==> src/rtl/fb_pkg.sv <==
// Shared constants, pixel codes and FSM state type for the framebuffer write path.
package fb_pkg;

   localparam int unsigned FB_WIDTH  = 640;
   localparam int unsigned FB_HEIGHT = 480;
   localparam int unsigned FB_PIXELS = FB_WIDTH * FB_HEIGHT;
   localparam int unsigned ADDR_W    = 19;

   localparam logic [7:0] COR_VAZIO = 8'd0;
   localparam logic [7:0] COR_JOG1  = 8'd1;
   localparam logic [7:0] COR_JOG2  = 8'd2;

   typedef enum logic {CLEAR, RUN} fb_state_e;

endpackage

==> src/rtl/fb_req_fifo.sv <==
// Per-player request queue: power-of-two depth, synchronous flush, push allowed when full
// provided a pop happens in the same cycle.
module fb_req_fifo #(
   parameter int unsigned Width = 27,
   parameter int unsigned Depth = 4
) (
   input  logic             clk_i,
   input  logic             rst_i,
   input  logic             flush_i,
   input  logic             push_i,
   input  logic [Width-1:0] wdata_i,
   input  logic             pop_i,
   output logic [Width-1:0] rdata_o,
   output logic             full_o,
   output logic             empty_o
);

   localparam int unsigned    PtrW    = $clog2(Depth);
   localparam logic [PtrW:0]  FullCnt = (PtrW + 1)'(Depth);

   logic [Width-1:0] mem_q [Depth];
   logic [PtrW-1:0]  wptr_q, rptr_q;
   logic [PtrW:0]    cnt_q;
   logic             do_push, do_pop;

   assign empty_o = (cnt_q == '0);
   assign full_o  = (cnt_q == FullCnt);
   assign rdata_o = mem_q[rptr_q];
   assign do_pop  = pop_i && !empty_o;
   assign do_push = push_i && (!full_o || do_pop);

   always_ff @(posedge clk_i or posedge rst_i) begin
      if (rst_i) begin
         wptr_q <= '0;
         rptr_q <= '0;
         cnt_q  <= '0;
      end else if (flush_i) begin
         wptr_q <= '0;
         rptr_q <= '0;
         cnt_q  <= '0;
      end else begin
         if (do_push) wptr_q <= wptr_q + PtrW'(1);
         if (do_pop)  rptr_q <= rptr_q + PtrW'(1);
         case ({do_push, do_pop})
            2'b10:   cnt_q <= cnt_q + (PtrW + 1)'(1);
            2'b01:   cnt_q <= cnt_q - (PtrW + 1)'(1);
            default: cnt_q <= cnt_q;
         endcase
      end
   end

   always_ff @(posedge clk_i) begin
      if (do_push) mem_q[wptr_q] <= wdata_i;
   end

endmodule

==> src/rtl/fb_write_arbiter.sv <==
// Framebuffer RAM write-port owner: zero sweep on reset/restart, then round-robin of two players.
// Define FB_ADDR_CHECK_EN to discard out-of-range requests and count them in drop_count.
module fb_write_arbiter #(
   parameter int unsigned FB_WIDTH   = fb_pkg::FB_WIDTH,
   parameter int unsigned FB_HEIGHT  = fb_pkg::FB_HEIGHT,
   parameter int unsigned ADDR_W     = fb_pkg::ADDR_W,
   parameter int unsigned DATA_W     = 8,
   parameter int unsigned FIFO_DEPTH = 4
) (
   input  logic              CLOCK_50,
   input  logic              reset,
   input  logic              reiniciar,
   input  logic              p1_valid,
   output logic              p1_ready,
   input  logic [ADDR_W-1:0] p1_addr,
   input  logic [DATA_W-1:0] p1_data,
   input  logic              p2_valid,
   output logic              p2_ready,
   input  logic [ADDR_W-1:0] p2_addr,
   input  logic [DATA_W-1:0] p2_data,
   output logic              wr_en,
   output logic [ADDR_W-1:0] wr_addr,
   output logic [DATA_W-1:0] wr_data,
   output logic              clear_busy,
   output logic              clear_done,
   output logic [7:0]        drop_count
);
   import fb_pkg::fb_state_e;
   import fb_pkg::CLEAR;
   import fb_pkg::RUN;
   import fb_pkg::COR_VAZIO;

   localparam int unsigned       FbPixels = FB_WIDTH * FB_HEIGHT;
   localparam logic [ADDR_W-1:0] LastAddr = ADDR_W'(FbPixels - 1);
   localparam int unsigned       EntryW   = ADDR_W + DATA_W;

   fb_state_e         state_q, state_d;
   logic [ADDR_W-1:0] clr_ptr_q, clr_ptr_d;
   logic [1:0]        rein_sync_q;
   logic              rein_prev_q, rise;
   logic              prio_q, prio_d;   // 0: player 1 wins a tie
   logic              wr_en_q, wr_en_d, done_q, done_d;
   logic [ADDR_W-1:0] wr_addr_q, wr_addr_d;
   logic [DATA_W-1:0] wr_data_q, wr_data_d;
   logic [EntryW-1:0] f1_head, f2_head, head;
   logic              f1_full, f1_empty, f2_full, f2_empty;
   logic              pop1, pop2, grant2, flush;

   assign rise       = rein_sync_q[1] && !rein_prev_q;
   assign flush      = (state_q == CLEAR) || rise;
   assign p1_ready   = (state_q == RUN) && !rise && !f1_full;
   assign p2_ready   = (state_q == RUN) && !rise && !f2_full;
   assign clear_busy = (state_q == CLEAR);
   assign clear_done = done_q;
   assign wr_en      = wr_en_q;
   assign wr_addr    = wr_addr_q;
   assign wr_data    = wr_data_q;

   fb_req_fifo #(.Width(EntryW), .Depth(FIFO_DEPTH)) u_fifo_p1 (
      .clk_i   (CLOCK_50),
      .rst_i   (reset),
      .flush_i (flush),
      .push_i  (p1_valid && p1_ready),
      .wdata_i ({p1_addr, p1_data}),
      .pop_i   (pop1),
      .rdata_o (f1_head),
      .full_o  (f1_full),
      .empty_o (f1_empty)
   );

   fb_req_fifo #(.Width(EntryW), .Depth(FIFO_DEPTH)) u_fifo_p2 (
      .clk_i   (CLOCK_50),
      .rst_i   (reset),
      .flush_i (flush),
      .push_i  (p2_valid && p2_ready),
      .wdata_i ({p2_addr, p2_data}),
      .pop_i   (pop2),
      .rdata_o (f2_head),
      .full_o  (f2_full),
      .empty_o (f2_empty)
   );

   always_ff @(posedge CLOCK_50 or posedge reset) begin
      if (reset) begin
         state_q     <= CLEAR;
         clr_ptr_q   <= '0;
         rein_sync_q <= '0;
         rein_prev_q <= 1'b0;
         prio_q      <= 1'b0;
         wr_en_q     <= 1'b0;
         wr_addr_q   <= '0;
         wr_data_q   <= '0;
         done_q      <= 1'b0;
      end else begin
         state_q     <= state_d;
         clr_ptr_q   <= clr_ptr_d;
         rein_sync_q <= {rein_sync_q[0], reiniciar};
         rein_prev_q <= rein_sync_q[1];
         prio_q      <= prio_d;
         wr_en_q     <= wr_en_d;
         wr_addr_q   <= wr_addr_d;
         wr_data_q   <= wr_data_d;
         done_q      <= done_d;
      end
   end

   always_comb begin
      state_d   = state_q;
      clr_ptr_d = clr_ptr_q;
      if (rise) begin
         state_d   = CLEAR;
         clr_ptr_d = '0;
      end else if (state_q == CLEAR) begin
         if (clr_ptr_q == LastAddr) begin
            state_d   = RUN;
            clr_ptr_d = '0;
         end else begin
            clr_ptr_d = clr_ptr_q + ADDR_W'(1);
         end
      end
   end

`ifdef FB_ADDR_CHECK_EN
   logic [7:0] drop_q, drop_d;

   always_ff @(posedge CLOCK_50 or posedge reset) begin
      if (reset) drop_q <= 8'd0;
      else       drop_q <= drop_d;
   end

   assign drop_count = drop_q;
`else
   assign drop_count = 8'd0;
`endif

   always_comb begin
      grant2    = 1'b0;
      pop1      = 1'b0;
      pop2      = 1'b0;
      head      = '0;
      prio_d    = prio_q;
      wr_en_d   = 1'b0;
      wr_addr_d = wr_addr_q;
      wr_data_d = wr_data_q;
      done_d    = 1'b0;
`ifdef FB_ADDR_CHECK_EN
      drop_d    = drop_q;
`endif
      // A restart edge beats any pending grant; the flushed request is simply lost.
      if (rise) begin
         prio_d = 1'b0;
      end else if (state_q == CLEAR) begin
         prio_d    = 1'b0;
         wr_en_d   = 1'b1;
         wr_addr_d = clr_ptr_q;
         wr_data_d = DATA_W'(COR_VAZIO);
         done_d    = (clr_ptr_q == LastAddr);
      end else if (!f1_empty || !f2_empty) begin
         grant2    = f1_empty || (!f2_empty && prio_q);
         pop1      = !grant2;
         pop2      = grant2;
         head      = grant2 ? f2_head : f1_head;
         prio_d    = !grant2;
         wr_en_d   = 1'b1;
         wr_addr_d = head[EntryW-1:DATA_W];
         wr_data_d = head[DATA_W-1:0];
`ifdef FB_ADDR_CHECK_EN
         if (32'(head[EntryW-1:DATA_W]) >= FbPixels) begin
            wr_en_d = 1'b0;
            if (drop_q != 8'hFF) drop_d = drop_q + 8'd1;
         end
`endif
      end
   end

endmodule

==> config.mk <==
export PLATFORM = sky130hd
export DESIGN_NAME = fb_write_arbiter
export DESIGN_NICKNAME = d
export VERILOG_FILES = /design/src/rtl/fb_pkg.sv /design/src/rtl/fb_req_fifo.sv /design/src/rtl/fb_write_arbiter.sv
export SDC_FILE = /design/constraint.sdc
export NUM_CORES = 1
export LEC_CHECK = 0
export BUFFER_PORTS_ARGS = -buffer_cell sky130_fd_sc_hd__buf_2
export CORE_MARGIN = 4
export CORE_UTILIZATION = 55
export CTS_BUF_LIST = sky130_fd_sc_hd__clkbuf_2 sky130_fd_sc_hd__clkbuf_4 sky130_fd_sc_hd__clkbuf_8
export CTS_CLUSTER_DIAMETER = 200
export DETAILED_ROUTE_END_ITERATION = 7
export GPL_TIMING_DRIVEN = 0
export HOLD_SLACK_MARGIN = 0.15
export PLACE_DENSITY = 0.83
export SETUP_SLACK_MARGIN = 0.1
export SYNTH_ARGS = -nofsm -noshare
export SYNTH_HDL_FRONTEND = slang
export SYNTH_SLANG_ARGS = --single-unit
==> constraint.sdc <==
create_clock -name CLOCK_50 -period 4.6 [get_ports CLOCK_50]
set_input_delay 0.46 -clock CLOCK_50 [delete_from_list [all_inputs] [get_ports CLOCK_50]]
set_output_delay 0.46 -clock CLOCK_50 [all_outputs]
set_load 0.01 [all_outputs]
; ---- Yosys cells after proc, flatten, opt, wreduce, memory -nomap -nowiden
; Memories as Yosys holds them, arrays and structs flattened.
; Cells that the tools add are included.
[totals]
out_inout_bits = 40
elab_cells = 111
regBits = 67
ram_bits = 216
memories = 2
inputBits = 59
[mem_list]
columns = memory, words, word_bits, read_ports, rd_ports_with_merged_regs, write_ports, line_no
row1 = u_fifo_p1.mem_q, 4, 27, 1, 0, 1, fb_req_fifo.sv:21  ; logic [Width-1:0] mem_q [Depth];
row2 = u_fifo_p2.mem_q, 4, 27, 1, 0, 1, fb_req_fifo.sv:21
[op_classes]
reduce_logical = 32
n_eq_ne = 10
mux = 41
bitwise = 2
n_addsub = 9
[op_table]
columns = op, count
row1 = 2-to-1 mux 19 bit, 5
row2 = 2-to-1 mux 27 bit, 1
row3 = 2-to-1 mux 1 bit, 21
row4 = adder 19 x 1 -> 19 bit (second input constant), 1
row5 = equality test 19 bit (second input constant), 1
row6 = 2-to-1 mux 2 bit, 8
row7 = 2-to-1 mux 8 bit, 2
row8 = one-hot mux 3 bit (2 select lines), 2
row9 = logical AND 1 bit, 11
row10 = adder 2 x 1 -> 2 bit (second input constant), 4
row11 = nonzero test 2 bit, 4
row12 = logical NOT 1 bit, 7
row13 = adder 3 x 1 -> 3 bit (second input constant), 2
row14 = equality test 3 bit (second input constant), 2
row15 = logical NOT 3 bit, 2
row16 = 2-to-1 mux 3 bit, 2
row17 = nonzero test 3 bit, 2
row18 = subtractor 3 x 1 -> 3 bit (second input constant), 2
row19 = logical OR 1 bit, 5
row20 = equality test 2 x 1 -> 1 bit (second input constant), 2
row21 = equality test 2 bit (second input constant), 2
row22 = inequality test 2 x 1 -> 1 bit (second input constant), 2
row23 = inequality test 3 x 1 -> 1 bit (second input constant), 1
row24 = NOT 1 bit, 2
row25 = AND reduction 2 bit, 1

; ---- Depth between registers and ports, before layout
; Gate-level depths: netlist of run 1.
[logic_depth]
depth_word = 14
ltp_mapped = 9
mapped_depth_nobuf = 7

; ---- Cells and area by module
; Synthesis of run 1 repeated with hierarchy kept, for this count alone.
[unflattened]
cells_unflattened = 718
area_unflattened_um2 = 11770.0
[modules_own_cells]
columns = module, seq_area_each_um2, n_inst, cells_each, area_per_inst_um2
row1 = fb_req_fifo, 3418.3, 2, 204, 4456.8
row2 = fb_write_arbiter, 1326.3, 1, 310, 2856.5

; ---- Worst setup path after synthesis of run 1
; OpenSTA, ideal clock, no wires.
[synth_path]
kind = reg2reg
start = register u_fifo_p2.cnt_q[0]
end = memory u_fifo_p2.mem_q[0][0] (enable)
path_buffers = 1
stages_incl_launch_ff = 5
required_ns = 4.214
t_arrival_ns = 1.915
synth_period_minus_slack_ns = 2.301
setup_ns = 0.386
slack_ns = 2.299
cell_sequence = dfrtp_1 > nor2_1 > a211oi_2 > clkbuf_1 > and2_1
[synth_between]
elab_chain_len = 12
word_cells_on_any_way = 17
cone_classes = eq/ne (1) / mux (5) / reduce/logical (11)
[synth_lines]
columns = item, line_no
row1 = from (decl), fb_req_fifo.sv:23  ; logic [PtrW:0] cnt_q;
row2 = from (signal assigned), fb_req_fifo.sv:45  ; 2'b10: cnt_q <= cnt_q + (PtrW + 1)'(1);
row3 = from (signal assigned), fb_req_fifo.sv:46  ; 2'b01: cnt_q <= cnt_q - (PtrW + 1)'(1);
row4 = from (signal assigned), fb_req_fifo.sv:47  ; default: cnt_q <= cnt_q;
row5 = logical NOT 3 bit, fb_req_fifo.sv:26  ; assign empty_o = (cnt_q == '0);
row6 = logical NOT 1 bit, "fb_req_fifo.sv:29, fb_write_arbiter.sv:158, fb_write_arbiter.sv:159"
row7 = logical AND 1 bit, fb_write_arbiter.sv:159  ; grant2 = f1_empty || (!f2_empty && prio_q);
row8 = logical OR 1 bit, fb_write_arbiter.sv:159
row9 = 2-to-1 mux 1 bit, fb_write_arbiter.sv:158  ; end else if (!f1_empty || !f2_empty) begin
row10 = 2-to-1 mux 1 bit, fb_write_arbiter.sv:152  ; end else if (state_q == CLEAR) begin
row11 = 2-to-1 mux 1 bit, fb_write_arbiter.sv:150  ; if (rise) begin
row12 = logical AND 1 bit, fb_req_fifo.sv:29  ; assign do_pop = pop_i && !empty_o;
row13 = logical OR 1 bit, fb_req_fifo.sv:30  ; assign do_push = push_i && (!full_o || do_pop);
row14 = logical AND 1 bit *, fb_req_fifo.sv:30
row15 = 2-to-1 mux 1 bit *, fb_req_fifo.sv:53  ; if (do_push) mem_q[wptr_q] <= wdata_i;
row16 = 2-to-1 mux 1 bit (implied by the code) *, fb_req_fifo.sv:53
row17 = to (decl), fb_req_fifo.sv:21
; Mark *: on every way between the ends. The rest lies on a longest branch, timed or not.

; ---- Worst setup path in the final report of run 1
[layout_path]
start = register state_q
end = output port p2_ready
[layout_between]
elab_chain_len = 2
[layout_lines]
columns = item, line_no
row1 = from (decl), fb_write_arbiter.sv:37  ; fb_state_e state_q, state_d;
row2 = from (signal assigned), fb_write_arbiter.sv:95  ; state_q <= state_d;
row3 = logical AND 1 bit (2 in a row), fb_write_arbiter.sv:52  ; assign p2_ready = (state_q == RUN) && !rise && !f2_full;
row4 = to (decl), fb_write_arbiter.sv:18  ; output logic p2_ready,
; Every way passes these cells.

==> results of run 1 <==
-- per-stage QoR --
step	instances	power (mW)	cell area (um2)	setup slack, ns	util [%]
floorplan	679	2.96	11500	2.30	-
global placement	1039	3.05	12300	1.50	60.2
detailed placement	1042	3.06	12400	1.52	60.6
CTS	1177	5.21	13800	1.50	67.8
global route	1177	5.39	13800	1.41	67.8
finish	1177	5.23	13800	1.54	67.8
-- layout make-up --
type | count | area [um2]
plain buffers | 42 | 243
clock inverters | 13 | 114
multi-input cells | 342 | 3030
inverters | 12 | 47.5
clock buffers | 67 | 791
flip-flops and latches | 283 | 8160
well taps | 270 | 338
fillers | 1299 | 6560
repair buffers | 148 | 1080
-- power by group through the flow --
stage,logic [mW],registers (mW),clock network (mW)
after floorplan,0.0984,2.87,0
after global placement,0.187,2.86,0
after detailed placement,0.195,2.86,0
after CTS,0.234,2.81,2.16
after global routing,0.262,2.81,2.31
final,0.239,2.81,2.18
-- cell usage after synthesis (4+ instances only) --
cell      count  share of area (%)
nor2_1       48                1.6
inv_1        11               0.36
o22ai_2       5               0.55
or3_1         7               0.38
a21oi_1       7               0.31
mux4_2       54                 11
dfrtp_1      67                 15
and2_1        9               0.49
buf_4        12               0.79
xnor2_1       4               0.31
nor3_1       16               0.70
a22o_1        4               0.31
and3_1        4               0.22
a21o_1       16                1.0
ha_1          9               0.98
xor2_1        9               0.69
o21ai_0      14               0.61
nand2_1      36                1.2
buf_2        12               0.52
edfxtp_1    216                 57
o22ai_1      27                1.5
mux2i_1      10               0.87
nand3_1      14               0.61
clkbuf_1     10               0.33
-- cells in the final DEF, fill, tap and decap left out, types with 4 or more instances in the layout --
cell type / netlist / final
edfxtp_1: 216 / 216
buf_2: 12 / 102
dfrtp_1: 67 / 67
dlygate4sd3_1: 0 / 55
mux4_2: 54 / 54
nor2_1: 48 / 48
clkbuf_8: 0 / 46
nand2_1: 36 / 36
o22ai_1: 27 / 27
clkbuf_4: 0 / 21
nor3_1: 16 / 16
a21o_1: 16 / 16
nand3_1: 14 / 14
o21ai_0: 14 / 14
buf_4: 12 / 12
inv_1: 11 / 10
clkbuf_1: 10 / 10
mux2i_1: 10 / 10
xor2_1: 9 / 9
ha_1: 9 / 9
conb_1: 1 / 8
or3_1: 7 / 7
a21oi_1: 7 / 7
clkinv_1: 0 / 6
o22ai_2: 5 / 5
and2_2: 0 / 5
and3_1: 4 / 4
a22o_1: 4 / 4
xnor2_1: 4 / 4
and2_1: 9 / 4
-- flip-flops by register name, indices dropped and copies added, names as in the netlist, 2 cells and up --
register          flops
clr_ptr_q            19
u_fifo_p2.rptr_q      2
rein_sync_q           2
u_fifo_p1.rptr_q      2
wr_addr              19
u_fifo_p2.wptr_q      2
u_fifo_p1.cnt_q       3
u_fifo_p2.mem_q     108
u_fifo_p1.mem_q     108
wr_data               8
u_fifo_p1.wptr_q      2
u_fifo_p2.cnt_q       3
-- cells by family after synthesis --
logic type | share of synthesized area (%)
flops | 71.3
simple gates | 6.34
compound gates | 5.99
mux | 11.5
buf+inv | 2.51
xor+xnor | 0.995
fa+ha+maj | 1.33
other cells | 0.0328
-- metal layers --
layer	vias up	GRT usage (%)	share of wire [%]
li1	3023	-	-
met5	-	0	0
met4	0	8.22	3.1
met2	328	36.5	49
met3	54	5.00	7.8
met1	3428	30.1	40
-- worst max path at each step --
stage | start | endpoint
global route | state_q | p2_ready
global placement | p2_valid | u_fifo_p2.mem_q[3][20]
detailed placement | u_fifo_p2.cnt_q[0] | u_fifo_p2.mem_q[1][6]
floorplan | u_fifo_p2.cnt_q[0] | u_fifo_p2.mem_q[0][0]
finish | state_q | p2_ready
CTS | u_fifo_p2.cnt_q[0] | u_fifo_p2.mem_q[1][3]
==> flow_metrics.env, run 1 <==
export IMPL_skew_ns=0.0483
export IMPL_die_h_um=152
export IMPL_crit_chain="buf_1, nand2_1, clkbuf_1, a21oi_1, buf_2"
export IMPL_tritoncts="built"
export IMPL_worstSkewPairLatency_ns=0.57
export IMPL_async_flop_share_pct=23.7
export IMPL_cts_made_buffers=43
export IMPL_netSwitchingFraction_pct=21.4
export IMPL_synth_edf_count=216
export IMPL_ys_types=55
export IMPL_grt_overflow=0
export IMPL_slew_viol_final=0
export IMPL_synth_area_um2=11400
export IMPL_ys_ff_latch=283
export IMPL_dr_first_iter_drc_count=827
export IMPL_rr_endpoint="u_fifo_p2.cnt_q[1]"
export IMPL_ctsRootBufferMaster="clkbuf_8"
export IMPL_hold_ws_ns=0.172
export IMPL_synth_cells=672
export IMPL_gp_congestion=0.878
export IMPL_htreeDepth=2
export IMPL_seqPwrFrac_pct=53.8
export IMPL_layout_nets=942
export IMPL_remaining_drc_errors=0
export IMPL_post_cts_setup_buffers=0
export IMPL_worst_pin_slew_ns=0.866
export IMPL_cap_violations=0
export IMPL_avgSynthCellArea_um2=17.0
export IMPL_cp_max_fo=10
export IMPL_dr_total_vias=6833
export IMPL_drtAntennaViolNets=0
export IMPL_drive_gt1_share_pct=29.7
export IMPL_start_util_pct=56.2
export IMPL_cp_depth=5
export IMPL_antenna_found_initial=0
export IMPL_fin_tns_setup_ns=0
export IMPL_timing_fmax_mhz=327
export IMPL_hold_viol=0
export IMPL_hold_end="u_fifo_p1.mem_q[3][9]"
export IMPL_post_route_min_period_ns=3.06
export IMPL_pwr_share_clk_pct=41.6
export IMPL_grt_pass1_vias=7009
export IMPL_fin_crit_sh_pct=66.5
export IMPL_reg2reg_depth=7
export IMPL_grt_max_degree=68
export IMPL_clock_sinks=283
export IMPL_arrival_ns=2.60
export IMPL_ys_flop_type="edfxtp_1"
export IMPL_rr_startpoint="state_q"
export IMPL_drt_wl_total_mm=25.9
export IMPL_yosysSeqAreaShare_pct=71.3
export IMPL_ys_warn_count=0
export IMPL_internal_power_mw=4.11
export IMPL_rsz0062_at_grt="false"
export IMPL_wire_per_inst_um=22.0
export IMPL_grt_use_total_pct=22.4
export IMPL_io_buffers=90
export IMPL_coreArea_um2=20400
export IMPL_hold_buffers=55
export IMPL_power_per_cell_area_nw_per_um2=379
export IMPL_cp_data_required_time_ns=4.14
export IMPL_via_per_inst=5.81
export IMPL_cts_buffer_depth=3
export IMPL_p_comb_share_pct=4.6
export IMPL_crit_path_max_incr_delay_ns=0.45
export IMPL_ir_drop_v=0.000385
export IMPL_p_sw_mw=1.12
export IMPL_antennaDiodeCount=0
export IMPL_setup_worst_path_end_class="primary output"
export IMPL_die_w_um=152
export IMPL_setup_viol=0
export IMPL_dr_pass1_iters=5
export IMPL_rows=52
export IMPL_power_leakage_nw=5.18
export IMPL_cts_resized=0
export IMPL_grt_pass1_wl_mm=40.1
export IMPL_relSlewSlack_pct=42.3
export IMPL_area_growth_pct=20.6
export IMPL_die_area_um2=23200
export IMPL_pin_count=99
export IMPL_min_from="p1_addr[1]"
export IMPL_dp_hpwl_mm=16.2
export IMPL_clk_pin_slew_ns=0.07
export IMPL_hold_class="primary input to flip-flop"
export IMPL_status="finished clean"
export IMPL_cpLargestDelayFamily="buffers and inverters"
export IMPL_hold_depth=1
export IMPL_crit_type="flip-flop to primary output"
export IMPL_cp_num_buf_inv=3
export IMPL_critical_path_slowest_cell="buf_1"
export IMPL_start_kind="flip-flop"
export IMPL_reg2reg_slack_ns=1.72
(Power assumes the default switching activity.)
==> run 2: changes to the inputs <==
ABC_AREA = 1   (was default)
clock period = 3.1 ns   (was 4.6 ns; I/O delays follow)
==> run 2 against run 1 <==
Count of clock-buffer cells in the layout unchanged. Combinational power increased by 51%. Largest power group unchanged. Sequential share of layout area decreased by 1.9 points. Final cell count grew 35%. Setup slack got worse by 1.0 ns. Via count rose by 33%. Cell area up 3.4%. First-iteration DRC count increased by 17%. Flip-flop and latch count did not move. Power increased by 51%. Largest cell class unchanged.
==> flow_metrics.env, run 2 <==
export IMPL_ys_types=32
export IMPL_drtAntennaViolNets=0
export IMPL_avgSynthCellArea_um2=11.0
export IMPL_relSlewSlack_pct=35.9
export IMPL_die_w_um=155
export IMPL_ys_warn_count=0
export IMPL_async_flop_share_pct=23.7
export IMPL_coreArea_um2=21200
export IMPL_clock_sinks=283
export IMPL_grt_use_total_pct=26.0
export IMPL_setup_viol=0
export IMPL_largestRegisters="u_fifo_p1.mem_q (108), u_fifo_p2.mem_q (108)"
export IMPL_yosysSeqAreaShare_pct=68.7
export IMPL_dp_hpwl_mm=19.3
export IMPL_fillers=1479
export IMPL_hold_class="flip-flop to flip-flop"
export IMPL_skew_ns=0.0298
export IMPL_cp_data_required_time_ns=2.79
export IMPL_grt_max_degree=68
export IMPL_ctsRootBufferMaster="clkbuf_8"
export IMPL_synth_cells=1078
export IMPL_final_common_cell="edfxtp_1"
export IMPL_status="finished clean"
export IMPL_slew_viol_final=0
export IMPL_drt_wl_total_mm=31.4
export IMPL_hold_viol=0
export IMPL_area_growth_pct=20.2
export IMPL_worstSkewPairLatency_ns=0.55
export IMPL_grt_pass1_vias=9097
export IMPL_start_kind="flip-flop"
export IMPL_synth_area_um2=11900
export IMPL_die_h_um=155
export IMPL_synth_top_area_share_pct=54.6
export IMPL_antenna_found_initial=0
export IMPL_io_buffers=90
export IMPL_dr_total_vias=9103
export IMPL_clk_pin_slew_ns=0.06
export IMPL_rsz0062_at_grt="false"
export IMPL_ys_flop_type="edfxtp_1"
export IMPL_pin_count=99
export IMPL_multi_input_area_um2=3310
export IMPL_remaining_drc_errors=0
export IMPL_synth_commonest_cells="222 x nor2_1, 216 x edfxtp_1, 124 x nand2_1"
export IMPL_fin_crit_sh_pct=83.8
export IMPL_ys_ff_latch=283
export IMPL_tritoncts="built"
export IMPL_setup_worst_path_end_class="primary output"
export IMPL_ir_drop_v=0.000522
export IMPL_worst_slack_ns=0.502
export IMPL_post_route_min_period_ns=2.60
export IMPL_final_cell_mix="216 x edfxtp_1, 214 x nor2_1, 124 x nand2_1, 123 x o21ai_0, 110 x buf_2"
export IMPL_synth_edf_count=216
export IMPL_seqCellArea_um2=8160
export IMPL_drive_gt1_share_pct=16.8
export IMPL_fin_tns_setup_ns=0
export IMPL_yosysMostFrequentCell="nor2_1"
export IMPL_cts_buffer_depth=3
export IMPL_die_area_um2=24000
export IMPL_power_leakage_nw=5.54
export IMPL_worst_pin_slew_ns=0.960
export IMPL_cp_max_fo=10
export IMPL_hold_ws_ns=0.376
export IMPL_layout_nets=1348
export IMPL_finalPower_mw=7.88
export IMPL_post_cts_setup_buffers=0
export IMPL_via_per_inst=5.73
export IMPL_gp_congestion=0.963
export IMPL_power_per_cell_area_nw_per_um2=552
export IMPL_fin_cells=1589
export IMPL_grt_overflow=0
export IMPL_wire_per_inst_um=19.7
export IMPL_start_util_pct=56.1
export IMPL_timing_fmax_mhz=385
export IMPL_dr_pass1_iters=5
export IMPL_htreeDepth=2
export IMPL_synth_area_top_cells="edfxtp_1 55%, dfrtp_1 14%, nor2_1 7.0%, o21ai_0 5.2%, nand3_1 4.4%"
export IMPL_dp_slack_ns=0.685
export IMPL_rows=53
export IMPL_synth_top_cell_by_area="edfxtp_1"
export IMPL_crit_type="flip-flop to primary output"
export IMPL_cap_violations=0
export IMPL_dp_cells=1450
export IMPL_arrival_ns=2.29
export IMPL_dr_first_iter_drc_count=970
export IMPL_cts_made_buffers=44
export IMPL_grt_pass1_wl_mm=48.7
-- run 2: cell types whose count changed after synthesis, moves of 8 or more --
cell,before,now
a21o_1,16,0
a21oi_1,7,47
and2_1,9,0
buf_2,12,20
clkbuf_1,10,24
inv_1,11,49
mux2i_1,10,0
mux4_2,54,0
nand2_1,36,124
nand3_1,14,104
nor2_1,48,222
nor3_1,16,6
o21ai_0,14,123
o22ai_1,27,3
-- run 2: cell families (layout without fill, tap and decap cells) --
kind of cell | count (synthesis) | count (layout) | synth area share, %
buffers and inverters | 113 | 341 | 4.16
other | 1 | 9 | 0.0316
XOR/XNOR | 13 | 13 | 0.959
flip-flops | 283 | 283 | 68.7
adder cells (fa/ha/maj) | 11 | 11 | 1.29
AND/OR/NAND/NOR | 469 | 469 | 16.4
AO/OA/AOI/OAI | 188 | 188 | 8.43
-- run 2: final cells by class --
cell class              count  area share (%)
diodes                      1          0.0175
plain buffers              58            2.02
clock buffers              67            5.76
clock inverters            14           0.850
inverters                  55            1.46
multi-input cells         689            23.2
flip-flops and latches    283            57.2
well taps                 275            2.41
repair buffers            147            7.15
-- run 2: worst paths after layout --
| path | cells past startpoint | from | slack (ns) | to |
|---|---|---|---|---|
| min reg2reg | 0 | rein_sync_q[0] | 0.38 | rein_sync_q[1] |
| max reg2reg | 12 | state_q | 0.65 | u_fifo_p2.cnt_q[2] |
| max | 6 | rein_prev_q | 0.50 | p1_ready |
| min | 0 | rein_sync_q[0] | 0.38 | rein_sync_q[1] |
| max in group asynchronous | 3 | reset | 2.04 | u_fifo_p2.cnt_q[1] |
| min in group asynchronous | 3 | reset | 0.50 | wr_addr[2] |
-- run 2: per-stage QoR --
stage | utilization, % | instance area [um2]
floorplan | - | 11900
global placement | 60.0 | 12700
detailed placement | 60.3 | 12800
CTS | 67.5 | 14300
global route | 67.5 | 14300
finish | 67.5 | 14300
-- run 2: worst max-delay path: stages, from the launching register on --
cell and delay [ns]:
dfrtp_1 0.36, inv_1 0.10, nand2_1 0.12, nand2_1 0.25, clkbuf_1 0.50, a31oi_1 0.21, buf_2 0.20
-- run 2: where the power goes --
group          internal [mW]  switching, mW  total [mW]
Clock                   1.87           1.44        3.31
Combinational          0.160          0.200       0.360
Sequential              4.14         0.0682        4.21
Total                   6.17           1.71        7.88
-- run 2: timing repair --
action / 4_1_cts / 5_1_grt
resized for setup: 0 / 0
hold buffers: 57 / 0
hold endpoints to repair: 285 / 0
-- run 2: layer usage --
metal / share of wire (%) / track usage (%) / wire [um]
met5: 0 / 0 / 0
met1: 38 / 34.5 / 12000
met4: 3.1 / 9.63 / 964
met2: 49 / 43.1 / 15500
met3: 9.3 / 5.23 / 2930
